--- config.mk ---
export PLATFORM = sky130hd
export DESIGN_NAME = stack_op_sequencer
export DESIGN_NICKNAME = d
export VERILOG_FILES = /design/src/rtl/stack_op_sequencer.sv
export SDC_FILE = /design/constraint.sdc
export NUM_CORES = 1
export LEC_CHECK = 0
export BUFFER_PORTS_ARGS = -buffer_cell sky130_fd_sc_hd__buf_2
export CORE_MARGIN = 1.5
export CORE_UTILIZATION = 53
export CTS_CLUSTER_SIZE = 12
export DETAILED_ROUTE_END_ITERATION = 10
export PLACE_DENSITY = 0.79
export SYNTH_ARGS = -nofsm -noshare
export SYNTH_HDL_FRONTEND = slang
export SYNTH_SLANG_ARGS = --single-unit
--- constraint.sdc ---
create_clock -name clock -period 2.2 [get_ports clock]
set_input_delay 0.11 -clock clock [delete_from_list [all_inputs] [get_ports clock]]
set_output_delay 0.11 -clock clock [all_outputs]
set_load 0.02 [all_outputs]
--- src/rtl/stack_op_sequencer.sv ---
// Calculator command sequencer: fetches operands from the stack, runs one or
// two passes through the shared ALU, then writes the result back with a single
// stack command. Divide-by-zero and stack overflow latch a sticky error.
//
// state | meaning
// ------+-----------------------------------------------------------------
// IDLE  | ready for a command; operands are captured on accept
// ISSUE | issue a stack-only command, or launch the first ALU pass
// WAIT1 | first ALU pass running; CUBE chains a second pass from here
// WAIT2 | second ALU pass running (CUBE only)
// WRITE | write the ALU result back (POP_WRITE or WRITE_TOP)
// ERROR | sticky fault; leaves only through reset, stack untouched
module stack_op_sequencer #(
  parameter int WIDTH = 32,
  parameter int DEPTH = 8,
  parameter int CNT_W = 4
) (
  input  logic             clock,
  input  logic             reset,
  input  logic             cmd_valid,
  input  logic [3:0]       cmd_op,
  output logic             cmd_ready,
  input  logic [WIDTH-1:0] stk_top,
  input  logic [WIDTH-1:0] stk_next,
  input  logic [CNT_W-1:0] stk_count,
  output logic [2:0]       stk_cmd,
  output logic [WIDTH-1:0] stk_wdata,
  output logic             alu_start,
  output logic [1:0]       alu_op,
  output logic [WIDTH-1:0] alu_a,
  output logic [WIDTH-1:0] alu_b,
  input  logic             alu_done,
  input  logic [WIDTH-1:0] alu_result,
  output logic             busy,
  output logic             error
);

  localparam logic [3:0] OP_NOP   = 4'd0;
  localparam logic [3:0] OP_PUSH  = 4'd1;
  localparam logic [3:0] OP_POP   = 4'd2;
  localparam logic [3:0] OP_SWAP  = 4'd3;
  localparam logic [3:0] OP_ADD   = 4'd4;
  localparam logic [3:0] OP_SUB   = 4'd5;
  localparam logic [3:0] OP_MUL   = 4'd6;
  localparam logic [3:0] OP_DIV   = 4'd7;
  localparam logic [3:0] OP_NEG   = 4'd8;
  localparam logic [3:0] OP_INC   = 4'd9;
  localparam logic [3:0] OP_DEC   = 4'd10;
  localparam logic [3:0] OP_SQR   = 4'd11;
  localparam logic [3:0] OP_CUBE  = 4'd12;
  localparam logic [3:0] OP_CLEAR = 4'd13;

  localparam logic [2:0] STK_NONE      = 3'd0;
  localparam logic [2:0] STK_PUSH0     = 3'd1;
  localparam logic [2:0] STK_POP       = 3'd2;
  localparam logic [2:0] STK_SWAP      = 3'd3;
  localparam logic [2:0] STK_WRITE_TOP = 3'd4;
  localparam logic [2:0] STK_POP_WRITE = 3'd5;

  localparam logic [1:0] ALU_ADD = 2'd0;
  localparam logic [1:0] ALU_SUB = 2'd1;
  localparam logic [1:0] ALU_MUL = 2'd2;
  localparam logic [1:0] ALU_DIV = 2'd3;

  localparam logic [CNT_W-1:0] DEPTH_C = CNT_W'(DEPTH);
  localparam logic [CNT_W-1:0] ONE_C   = CNT_W'(1);
  localparam logic [WIDTH-1:0] ONE_W   = WIDTH'(1);
  localparam logic [WIDTH-1:0] ZERO_W  = '0;

  typedef enum logic [2:0] {
    IDLE  = 3'd0,
    ISSUE = 3'd1,
    WAIT1 = 3'd2,
    WAIT2 = 3'd3,
    WRITE = 3'd4,
    ERROR = 3'd5
  } state_t;

  state_t           state;
  logic [3:0]       op_q;
  logic [WIDTH-1:0] top_q;
  logic [WIDTH-1:0] next_q;
  logic [CNT_W-1:0] count_q;
  logic [WIDTH-1:0] result_q;

  logic [WIDTH-1:0] issue_a;
  logic [WIDTH-1:0] issue_b;
  logic [1:0]       issue_op;
  logic             is_binary;
  logic             cmd_known;

  // Codes 14/15 fall outside the command set and are dropped like NOP.
  assign cmd_known = (cmd_op != OP_NOP) && (cmd_op <= OP_CLEAR);

  // Binary ops consume two stack elements and collapse them with POP_WRITE.
  assign is_binary = (op_q >= OP_ADD) && (op_q <= OP_DIV);

  assign busy = ~cmd_ready;

  // First-pass ALU operand and opcode mapping for the latched command.
  always_comb begin
    issue_a  = top_q;
    issue_b  = top_q;
    issue_op = ALU_ADD;
    case (op_q)
      OP_ADD: begin
        issue_a  = next_q;
        issue_b  = top_q;
        issue_op = ALU_ADD;
      end
      OP_SUB: begin
        issue_a  = next_q;
        issue_b  = top_q;
        issue_op = ALU_SUB;
      end
      OP_MUL: begin
        issue_a  = next_q;
        issue_b  = top_q;
        issue_op = ALU_MUL;
      end
      OP_DIV: begin
        issue_a  = next_q;
        issue_b  = top_q;
        issue_op = ALU_DIV;
      end
      OP_NEG: begin
        issue_a  = ZERO_W;
        issue_b  = top_q;
        issue_op = ALU_SUB;
      end
      OP_INC: begin
        issue_a  = top_q;
        issue_b  = ONE_W;
        issue_op = ALU_ADD;
      end
      OP_DEC: begin
        issue_a  = top_q;
        issue_b  = ONE_W;
        issue_op = ALU_SUB;
      end
      OP_SQR, OP_CUBE: begin
        issue_a  = top_q;
        issue_b  = top_q;
        issue_op = ALU_MUL;
      end
      default: begin
        issue_a  = top_q;
        issue_b  = top_q;
        issue_op = ALU_ADD;
      end
    endcase
  end

  // Sequencer FSM; every output is registered and the pulses self-clear.
  always_ff @(posedge clock or negedge reset) begin
    if (!reset) begin
      state     <= IDLE;
      cmd_ready <= 1'b1;
      error     <= 1'b0;
      stk_cmd   <= STK_NONE;
      stk_wdata <= '0;
      alu_start <= 1'b0;
      alu_op    <= ALU_ADD;
      alu_a     <= '0;
      alu_b     <= '0;
      op_q      <= OP_NOP;
      top_q     <= '0;
      next_q    <= '0;
      count_q   <= ONE_C;
      result_q  <= '0;
    end else begin
      stk_cmd   <= STK_NONE;
      alu_start <= 1'b0;
      case (state)
        IDLE: begin
          cmd_ready <= 1'b1;
          if (cmd_valid) begin
            op_q    <= cmd_op;
            top_q   <= stk_top;
            next_q  <= stk_next;
            count_q <= stk_count;
            if (cmd_known) begin
              state     <= ISSUE;
              cmd_ready <= 1'b0;
            end
          end
        end

        ISSUE: begin
          case (op_q)
            OP_PUSH: begin
              if (count_q < DEPTH_C) begin
                stk_cmd   <= STK_PUSH0;
                state     <= IDLE;
                cmd_ready <= 1'b1;
              end else begin
                state <= ERROR;
                error <= 1'b1;
              end
            end
            OP_POP: begin
              // Popping the last element would empty the stack; zero it instead.
              if (count_q > ONE_C) begin
                stk_cmd <= STK_POP;
              end else begin
                stk_cmd   <= STK_WRITE_TOP;
                stk_wdata <= '0;
              end
              state     <= IDLE;
              cmd_ready <= 1'b1;
            end
            OP_SWAP: begin
              if (count_q > ONE_C) begin
                stk_cmd <= STK_SWAP;
              end
              state     <= IDLE;
              cmd_ready <= 1'b1;
            end
            OP_CLEAR: begin
              stk_cmd   <= STK_WRITE_TOP;
              stk_wdata <= '0;
              state     <= IDLE;
              cmd_ready <= 1'b1;
            end
            OP_DIV: begin
              if (top_q == ZERO_W) begin
                state <= ERROR;
                error <= 1'b1;
              end else begin
                alu_start <= 1'b1;
                alu_a     <= issue_a;
                alu_b     <= issue_b;
                alu_op    <= issue_op;
                state     <= WAIT1;
              end
            end
            OP_ADD, OP_SUB, OP_MUL, OP_NEG, OP_INC, OP_DEC, OP_SQR, OP_CUBE: begin
              alu_start <= 1'b1;
              alu_a     <= issue_a;
              alu_b     <= issue_b;
              alu_op    <= issue_op;
              state     <= WAIT1;
            end
            default: begin
              state     <= IDLE;
              cmd_ready <= 1'b1;
            end
          endcase
        end

        WAIT1: begin
          if (alu_done) begin
            if (op_q == OP_CUBE) begin
              // Square is back; multiply by the original top once more.
              alu_start <= 1'b1;
              alu_a     <= alu_result;
              alu_b     <= top_q;
              alu_op    <= ALU_MUL;
              state     <= WAIT2;
            end else begin
              result_q <= alu_result;
              state    <= WRITE;
            end
          end
        end

        WAIT2: begin
          if (alu_done) begin
            result_q <= alu_result;
            state    <= WRITE;
          end
        end

        WRITE: begin
          stk_cmd   <= is_binary ? STK_POP_WRITE : STK_WRITE_TOP;
          stk_wdata <= result_q;
          state     <= IDLE;
          cmd_ready <= 1'b1;
        end

        ERROR: begin
          error     <= 1'b1;
          cmd_ready <= 1'b0;
        end

        default: begin
          state     <= IDLE;
          cmd_ready <= 1'b1;
        end
      endcase
    end
  end

endmodule

[Word level (Yosys, flattened, before mapping)]
Index checks and enable logic that the tools add are counted.
Operators by class
  bitwise operators: 3
  $lt $le $gt $ge: 5
  equality and inequality tests: 33
  reductions and logical operators: 23
  mux-type cells: 54
Operators by type and width (number)
  $pmux 32 s2: 8
  $mux 32: 11
  $logic_not 32->1: 1
  $eq 4x4->1 const B: 6
  $mux 3: 8
  $eq 4x3->1 const B: 4
  $ne 3x3->1 const B: 5
  $pmux 3 s5: 1
  $ne 2x2->1 const B: 7
  $pmux 3 s4: 1
  $mux 1: 10
  $pmux 1 s2: 5
  $reduce_and 5->1: 2
  $pmux 3 s3: 1
  $reduce_or 9->1: 1
  $eq 4x2->1 const B: 2
  $mux 2: 4
  $pmux 2 s2: 2
  $reduce_and 4->1: 2
  $reduce_bool 2->1: 4
  $reduce_or 8->1: 1
  $eq 3x2->1 const B: 2
  $eq 3x3->1 const B: 2
  $ne 3x2->1 const B: 2
  20 further kinds: 26
Word-level totals
  register bits after elaboration: 211
  output and inout bits: 105
  bits of input ports: 108

[Logic depth before layout (Yosys ltp)]
Gate-level depths: netlist of the first run.
  word-level depth: 6
  mapped depth: 9
  depth with buffers taken out: 6

[Least setup slack after synthesis of the first run]
OpenSTA, ideal clock, no wires.
  path kind: reg-to-reg
  start point: register state[1]
  end point: register alu_a[0]
  arrival: 1.861 ns
  cell stages (with the launch flop): 10
  setup time: 0.127 ns
  period minus slack after synthesis: 1.988 ns
  setup slack: 0.212 ns
  required time: 2.073 ns
  path buffers: 3
  path through: dfrtp_1 buf_2 nor3b_2 nand2_1 o31a_1 and2_1 buf_4 inv_6 buf_6 mux2_1
On the way
  longest elaborated chain between the ends: 3
  elaborated cells on any way between the ends: 9
RTL lines
  start, declared: line 79  | state_t state;
  start signal, assigned: line 157  | state <= IDLE;
  start signal, assigned: line 183  | state <= ISSUE;
  start signal, assigned: line 194  | state <= IDLE;
  $eq 3x1->1 or $eq 3x2->1 (tied branches): line 174  | case (state)
  $ne 3x2->1 (no line) (tied with other cells)
  $reduce_and 5->1 (no line)
  end signal, assigned: line 231  | alu_a <= issue_a;
  end signal, assigned: line 239  | alu_a <= issue_a;
  end signal, assigned: line 256  | alu_a <= alu_result;
  end, declared: line 30  | output logic [WIDTH-1:0] alu_a,
Parallel ways exist; a longest one is shown, timed or not.
A chain may end at the register's enable or synchronous reset.

[Worst setup path in the final report of the first run]
  start point: register top_q[27]
  end point: register alu_a[25]
On the way
  longest elaborated chain between the ends: 3
RTL lines
  start, declared: line 81  | logic [WIDTH-1:0] top_q;
  start signal, assigned: line 179  | top_q <= stk_top;
  $logic_not 32->1: line 226  | if (top_q == ZERO_W) begin
  $ne 3x3->1 (no line)
  $reduce_and 5->1 (no line)
Every way passes these cells.

==> results of run 1 <==
## critical path: stages (launching register included)
cell	delay, ps
dfrtp_1	410
nor4_4	320
buf_4	160
nand4_1	140
o21ai_2	200
and2_4	240
clkinv_8	130
mux2_1	370
## flip-flops by register name, indices dropped and copies added, names as in the netlist, 4 cells and up
register,cells
op_q,4
result_q,32
next_q,32
alu_a,32
stk_wdata,32
top_q,32
alu_b,32
## Yosys cell counts, drive strengths merged (2+ instances only)
cell type and number:
a21oi 6, a22o 63, a22oi 32, and3 2, buf 27, clkbuf 19
dfrtp 209, inv 8, mux2 134, nand2 40, nand2b 4, nand3 5
nand4 3, nor2 7, nor2b 4, nor3 3, nor3b 2, nor4 10
o21ai 38, o31ai 2, or3 4
## power groups by stage
stage | clock network (mW) | logic [mW] | registers (mW)
floorplan | 0 | 4.04 | 7.73
global placement | 0 | 7.05 | 7.04
detailed placement | 0 | 7.34 | 7.14
CTS | 3.63 | 7.54 | 7.12
global route | 3.81 | 8.30 | 7.42
finish | 3.60 | 7.72 | 7.23
## cell families after synthesis
| kind of cell | after synthesis | share of synthesized area |
|---|---|---|
| xor gates and xnor gates | 1 | 0.00102 |
| AOI/OAI and AO/OA | 149 | 0.127 |
| and+or+nand+nor | 89 | 0.0529 |
| buffers and inverters | 54 | 0.0303 |
| muxes | 135 | 0.177 |
| DFF | 210 | 0.612 |
## through the flow
stage	instance area (um2)	utilization	std cells	setup slack [ps]
after floorplan	8590	-	638	212
after global placement	10000	0.633	1050	0.481
after detailed placement	10000	0.633	1050	-145
after CTS	11800	0.743	1192	22.5
after global routing	11900	0.747	1194	11.9
final	11900	0.747	1194	84.3
## timing repair
| item | in CTS | in global routing |
|---|---|---|
| buffers inserted | 0 | 0 |
| hold buffers | 105 | 0 |
| pin swaps | 0 | 1 |
| endpoints found under the setup margin | 32 | 55 |
| gates cloned | 0 | 2 |
| gates resized for setup | 3 | 9 |
| endpoints found under the hold margin | 193 | 0 |
## per-layer routing
metal / vias to the layer above / track usage
met5: - / 0
met4: 0 / 0.111
met3: 70 / 0.0480
met2: 322 / 0.476
met1: 3534 / 0.413
li1: 3016 / -
## layout make-up
| class | instances | area [um2] |
|---|---|---|
| timing repair buffer | 347 | 2440 |
| tap | 216 | 270 |
| fill | 1038 | 4030 |
| inverter | 8 | 42.5 |
| multi-input combinational | 375 | 3160 |
| timing repair inverter | 1 | 8.76 |
| sequential | 210 | 5260 |
| clock buffer | 35 | 651 |
| clock inverter | 2 | 35.0 |
## path summary, 6_finish.rpt
path / end / from / slack [ps] / depth (start not counted)
min in group clock: top_q[0] / cmd_valid / 360 / 4
worst max-delay path: alu_a[25] / top_q[27] / 80 / 7
max in group asynchronous: result_q[7] / reset / 1270 / 3
worst min-delay path: alu_a[26] / reset / 190 / 2
worst max register to register: alu_a[25] / top_q[27] / 80 / 7
worst min register to register: error / error / 470 / 1
==> summary.md, run 1 <==
| Metric | Value |
|---|---|
| First-pass DRT Iterations | `6` |
| Sequential fraction of the synthesis area | `0.612` |
| I/O pin count | `213` |
| Reg power frac | `0.390` |
| Maximum clock insertion buffer count | `3` |
| # clock sinks | `210` |
| Cell internal pwr | `11.4 mW` |
| Most frequent cells in the layout | `buf_2 (210), dfrtp_1 (208), dlygate4sd3_1 (105)` |
| EDFF count, synth | `0` |
| Layout cells sized above 1 | `0.401` |
| Power Density | `1560 mW/mm2` |
| Synthesis-to-finish area growth | `38.0%` |
| Slew margin rel. | `0.537` |
| DR vias/cell | `5.81` |
| Worst Setup End Kind | `flip-flop` |
| Post-Syn Instances | `638` |
| Status | `completed` |
| Max-Cap Viols | `0` |
| Core Area | `0.0159 mm2` |
| Fmax | `0.473 GHz` |
| Clk_lat worst skew | `500 ps` |
| Worst Hold Class | `input pin to asynchronous set/reset pin` |
| CP Launch Type | `flip-flop` |
| Total Routing Usage GR | `0.297` |
| Met2 Wirelength | `12200 um` |
| Diodes inserted | `0` |
| Die width | `130 um` |
| Pin count of the biggest net entering global routing | `76` |
| Highest Signal Layer | `met4` |
| Critical path arrival | `2480 ps` |
| # DRC | `0` |
| Post-layout min period | `2120 ps` |
| Rows | `46` |
| Max-slew violations | `0` |
| Drt total wl | `25400 um` |
| Gate power share | `0.416` |
| H-tree depth | `1` |
| Final setup TNS | `0 ps` |
| Overall Power | `18.6 mW` |
| Routed vias | `6942` |
| Unrepaired setup endpoints after global routing | `no` |
| Fin nets | `1073` |
| Initial antenna violation count | `0` |
| CTS tree | `built` |
| Die H | `130 um` |
| Worst hold slack | `189 ps` |
| DIE AREA | `0.0170 mm2` |
| Slew @ Worst Pin | `695 ps` |
| Antenna-violating nets left | `0` |
| Kind of critical path | `flip-flop to flip-flop` |
| Worst Path Max Fanout | `18` |
| Synth Cell Area | `0.00859 mm2` |
| Worst VDD drop | `0.000801 V` |
| Iter 0 DRT Violations | `431` |
| IO Port Bufs | `211` |
| Initial core utilization | `0.541` |
| Ys flop type | `dfrtp_1` |
| Vias in the first global route | `7125` |
| Most common cell after layout, fill and taps aside | `buf_2` |
| Post-synthesis register bit count | `210` |
| Ys Warns | `0` |
| Dominant cells by area after synthesis | `dfrtp_1 (61%), mux2_2 (13%), a22o_1 (6.4%)` |
| Inserted Clock Buffers | `22` |
| Sw frac | `0.385` |
| Synth top area share | `0.609` |
| P_sw | `7.15 mW` |
| Grt total ovfl | `0` |
| Fin crit share | `0.962` |
| First-pass GRT wire length | `38800 um` |
| Clock share of power | `0.194` |
| Syn_area_per_cell | `13.5 um2` |
| Final setup fails | `0` |
| M1 wire length | `10700 um` |
| Metal3 WL | `1650 um` |
| Cell taking the most area after synthesis | `dfrtp_1` |
| Critical path required time | `2570 ps` |
| Clock-pin transition on the worst setup and hold timing paths | `60 ps` |
| Final GP Congestion | `0.861` |
| WL per Instance | `21.3 um` |
| Final setup skew | `12.3 ps` |
| Post-Syn Nets | `746` |
| Total leakage power | `5.58 nW` |
| Final hold violation count | `0` |
| Post-synthesis async set-or-reset flop share | `1.00` |
| CTS root buf | `clkbuf_16` |
| Yosys cell types | `43` |
| DP Wirelength | `16100 um` |
No activity file was read; power rests on OpenSTA's default activity.
==> run 2, diff against run 1 <==
--- a/config.mk
+++ b/config.mk
@@ -7,10 +7,11 @@
 export LEC_CHECK = 0
 export BUFFER_PORTS_ARGS = -buffer_cell sky130_fd_sc_hd__buf_2
 export CORE_MARGIN = 1.5
-export CORE_UTILIZATION = 53
+export CORE_UTILIZATION = 55
+export CTS_CLUSTER_DIAMETER = 80
 export CTS_CLUSTER_SIZE = 12
 export DETAILED_ROUTE_END_ITERATION = 10
-export PLACE_DENSITY = 0.79
+export PLACE_DENSITY = 0.82
 export SYNTH_ARGS = -nofsm -noshare
 export SYNTH_HDL_FRONTEND = slang
 export SYNTH_SLANG_ARGS = --single-unit
==> constraint.sdc (replaced) <==
create_clock -name clock -period 2.71 [get_ports clock]
set_input_delay 0.1355 -clock clock [delete_from_list [all_inputs] [get_ports clock]]
set_output_delay 0.1355 -clock clock [all_outputs]
set_load 0.02 [all_outputs]
==> run 2 against run 1 <==
  * Non-clock buffer count fell by 18
  * Hold slack got worse by 1.0 ps
  * Via count fell by 2.7%
  * Sequential power fell by 19%
  * Cell area fell by 3.4%
  * Critical endpoint is now alu_a[9]
  * Routed wire length fell by 4.0%
  * Flip-flop and latch count did not move
  * Maximum frequency fell by 9.3%
  * Power fell by 23%
  * Largest power group unchanged
  * Combinational power fell by 23%
  * Worst setup slack improved by 290 ps
==> summary.md, run 2 (synthesis gave the netlist of run 1 again) <==
| Metric | Value |
|---|---|
| Worst VDD drop | `0.000610 V (-24%)` |
| Maximum clock insertion buffer count | `3 (unchanged)` |
| Fmax | `0.429 GHz (-9.3%)` |
| Worst Setup End Kind | `flip-flop` |
| Die H | `128 um (-1.8%)` |
| Clk_lat worst skew | `490 ps (about the same)` |
| CP Launch Type | `flip-flop` |
| Unrepaired setup endpoints after global routing | `no` |
| CTS tree | `built` |
| Pre-CTS WS | `418 ps (+563 ps)` |
| # clock sinks | `210 (unchanged)` |
| Total Routing Usage GR | `0.298 (+0.000913)` |
| Clock-pin transition on the worst setup and hold timing paths | `70 ps (about the same)` |
| Peak per-stage delay on the critical path | `440 ps (+30 ps)` |
| Worst Hold Class | `input pin to asynchronous set/reset pin` |
| Crit path max-delay family | `simple AND/OR/NAND/NOR gates` |
| Total leakage power | `5.40 nW (-3.2%)` |
| IO Port Bufs | `211 (unchanged)` |
| Fin crit share | `0.861 (-0.101)` |
| Rows | `45 (-2.2%)` |
| Kind of critical path | `flip-flop to flip-flop` |
| Pin count of the biggest net entering global routing | `91 (+20%)` |
| Fill cells | `935 (-9.9%)` |
| H-tree depth | `1 (unchanged)` |
| Worst hold slack | `188 ps (-1.01 ps)` |
| Routed vias | `6758 (-2.7%)` |
| Final hold violation count | `0 (unchanged)` |
| CTS root buf | `clkbuf_16` |
| Most common cell after layout, fill and taps aside | `buf_2` |
| Max-slew violations | `0 (unchanged)` |
| Critical path arrival | `2690 ps (+210 ps)` |
| I/O pin count | `213 (unchanged)` |
| Iter 0 DRT Violations | `535 (+24%)` |
| First-pass GRT wire length | `38000 um (-2.0%)` |
| Overall Power | `14.4 mW (-23%)` |
| Post-layout min period | `2330 ps (+217 ps)` |
| Core Area | `0.0152 mm2 (-4.3%)` |
| DIE AREA | `0.0164 mm2 (-3.6%)` |
| Final setup skew | `15.0 ps (+2.75 ps)` |
| Final setup TNS | `0 ps (unchanged)` |
| Synthesis-to-finish area growth | `33.3%` |
| Worst Setup Slack, final | `378 ps (+293 ps)` |
| Final GP Congestion | `0.874 (+1.5%)` |
| DR vias/cell | `5.93 (+2.0%)` |
| Most frequent cells in the layout | `buf_2 (210), dfrtp_1 (209), dlygate4sd3_1 (105)` |
| First-pass DRT Iterations | `5 (-1)` |
| Initial core utilization | `0.565 (+0.0243)` |
| Inserted Clock Buffers | `21 (-4.5%)` |
| Drt total wl | `24400 um (-4.0%)` |
| Grt total ovfl | `0 (unchanged)` |
| DP Wirelength | `15200 um (-5.8%)` |
| Critical path required time | `3070 ps (+500 ps)` |
| Antenna-violating nets left | `0 (unchanged)` |
| Critical path's slowest cell | `nor4_1` |
| Power Density | `1250 mW/mm2 (-20%)` |
| Fin nets | `1052 (-2.0%)` |
| Max-Cap Viols | `0 (unchanged)` |
| Buf/Inv on CP | `1 (-1)` |
| Slew margin rel. | `0.621 (+0.0836)` |
| Final setup fails | `0 (unchanged)` |
| Vias in the first global route | `6912 (-3.0%)` |
| Initial antenna violation count | `0 (unchanged)` |
| Slew @ Worst Pin | `564 ps (-131 ps)` |
| Crit-path cells | `nor4_1 -> nand4_1 -> o21ai_1 -> and2_1 -> inv_6 -> mux2_1` |
| Layout cells sized above 1 | `0.378 (-0.0229)` |
| WL per Instance | `21.4 um (+0.54%)` |
| # DRC | `0 (unchanged)` |
| Die width | `128 um (-1.8%)` |
| Worst Path Max Fanout | `35 (+17)` |
| Status | `completed` |
[run 2: cell count changes in the layout (fill, tap and decap cells not counted), moves of 2 or more]
| cell | change |
|---|---|
| nor4_1 | +4 |
| clkbuf_1 | -2 |
| buf_4 | -15 |
| clkbuf_8 | -3 |
| buf_12 | -3 |
| diode_2 | +2 |
| nor4_2 | -3 |
| clkbuf_16 | -2 |
[run 2: timing repair]
action	4_1_cts	5_1_grt
hold buffers	105	0
resized for setup	0	0
buffers inserted	0	0
hold endpoints to repair	170	0
[run 2: layout make-up]
type / instances / area, um2 / area share
inverters: 8 / 35.0 / 0.00306
repair buffers: 329 / 2260 / 0.198
multi-input cells: 374 / 3100 / 0.271
well taps: 188 / 235 / 0.0205
clock inverters: 1 / 8.76 / 0.000764
diodes: 2 / 5.00 / 0.000437
clock buffers: 28 / 552 / 0.0482
flip-flops and latches: 210 / 5260 / 0.459
[run 2: final timing paths]
check                      slack (ps)          from      endpoint  cells after the start
max                               380      top_q[2]      alu_a[9]                      6
min                               190         reset     alu_b[20]                      2
max reg2reg                       380      top_q[2]      alu_a[9]                      6
min reg2reg                       480      alu_a[2]      alu_a[2]                      1
max in group asynchronous        1680         reset  stk_wdata[5]                      3
min in group clock                410  stk_next[29]    next_q[29]                      3
[run 2: through the flow]
step	util	instances	instance area (um2)
after detailed placement	0.647	1004	9840
after global placement	0.647	1004	9840
after global routing	0.753	1138	11500
after CTS	0.753	1138	11500
final	0.754	1140	11500
after floorplan	-	638	8590
[run 2: worst reg2reg max path, stage by stage, from the launching register on]
cell	delay, ps
dfrtp_1	430
nor4_1	440
nand4_1	240
o21ai_1	260
and2_1	280
inv_6	180
mux2_1	380
[run 2: layer usage]
layer / track usage / vias to the layer above / wire, um
met3: 0.0388 / 55 / 1550
met4: 0.102 / 0 / 750
met1: 0.413 / 3435 / 10300
met2: 0.491 / 319 / 11800
met5: 0 / - / 0
li1: - / 2949 / -
[run 2: report_power, final]
group          switching [mW]  internal (mW)
logic                    3.29           2.65
registers                1.21           4.66
clock network            1.14           1.41
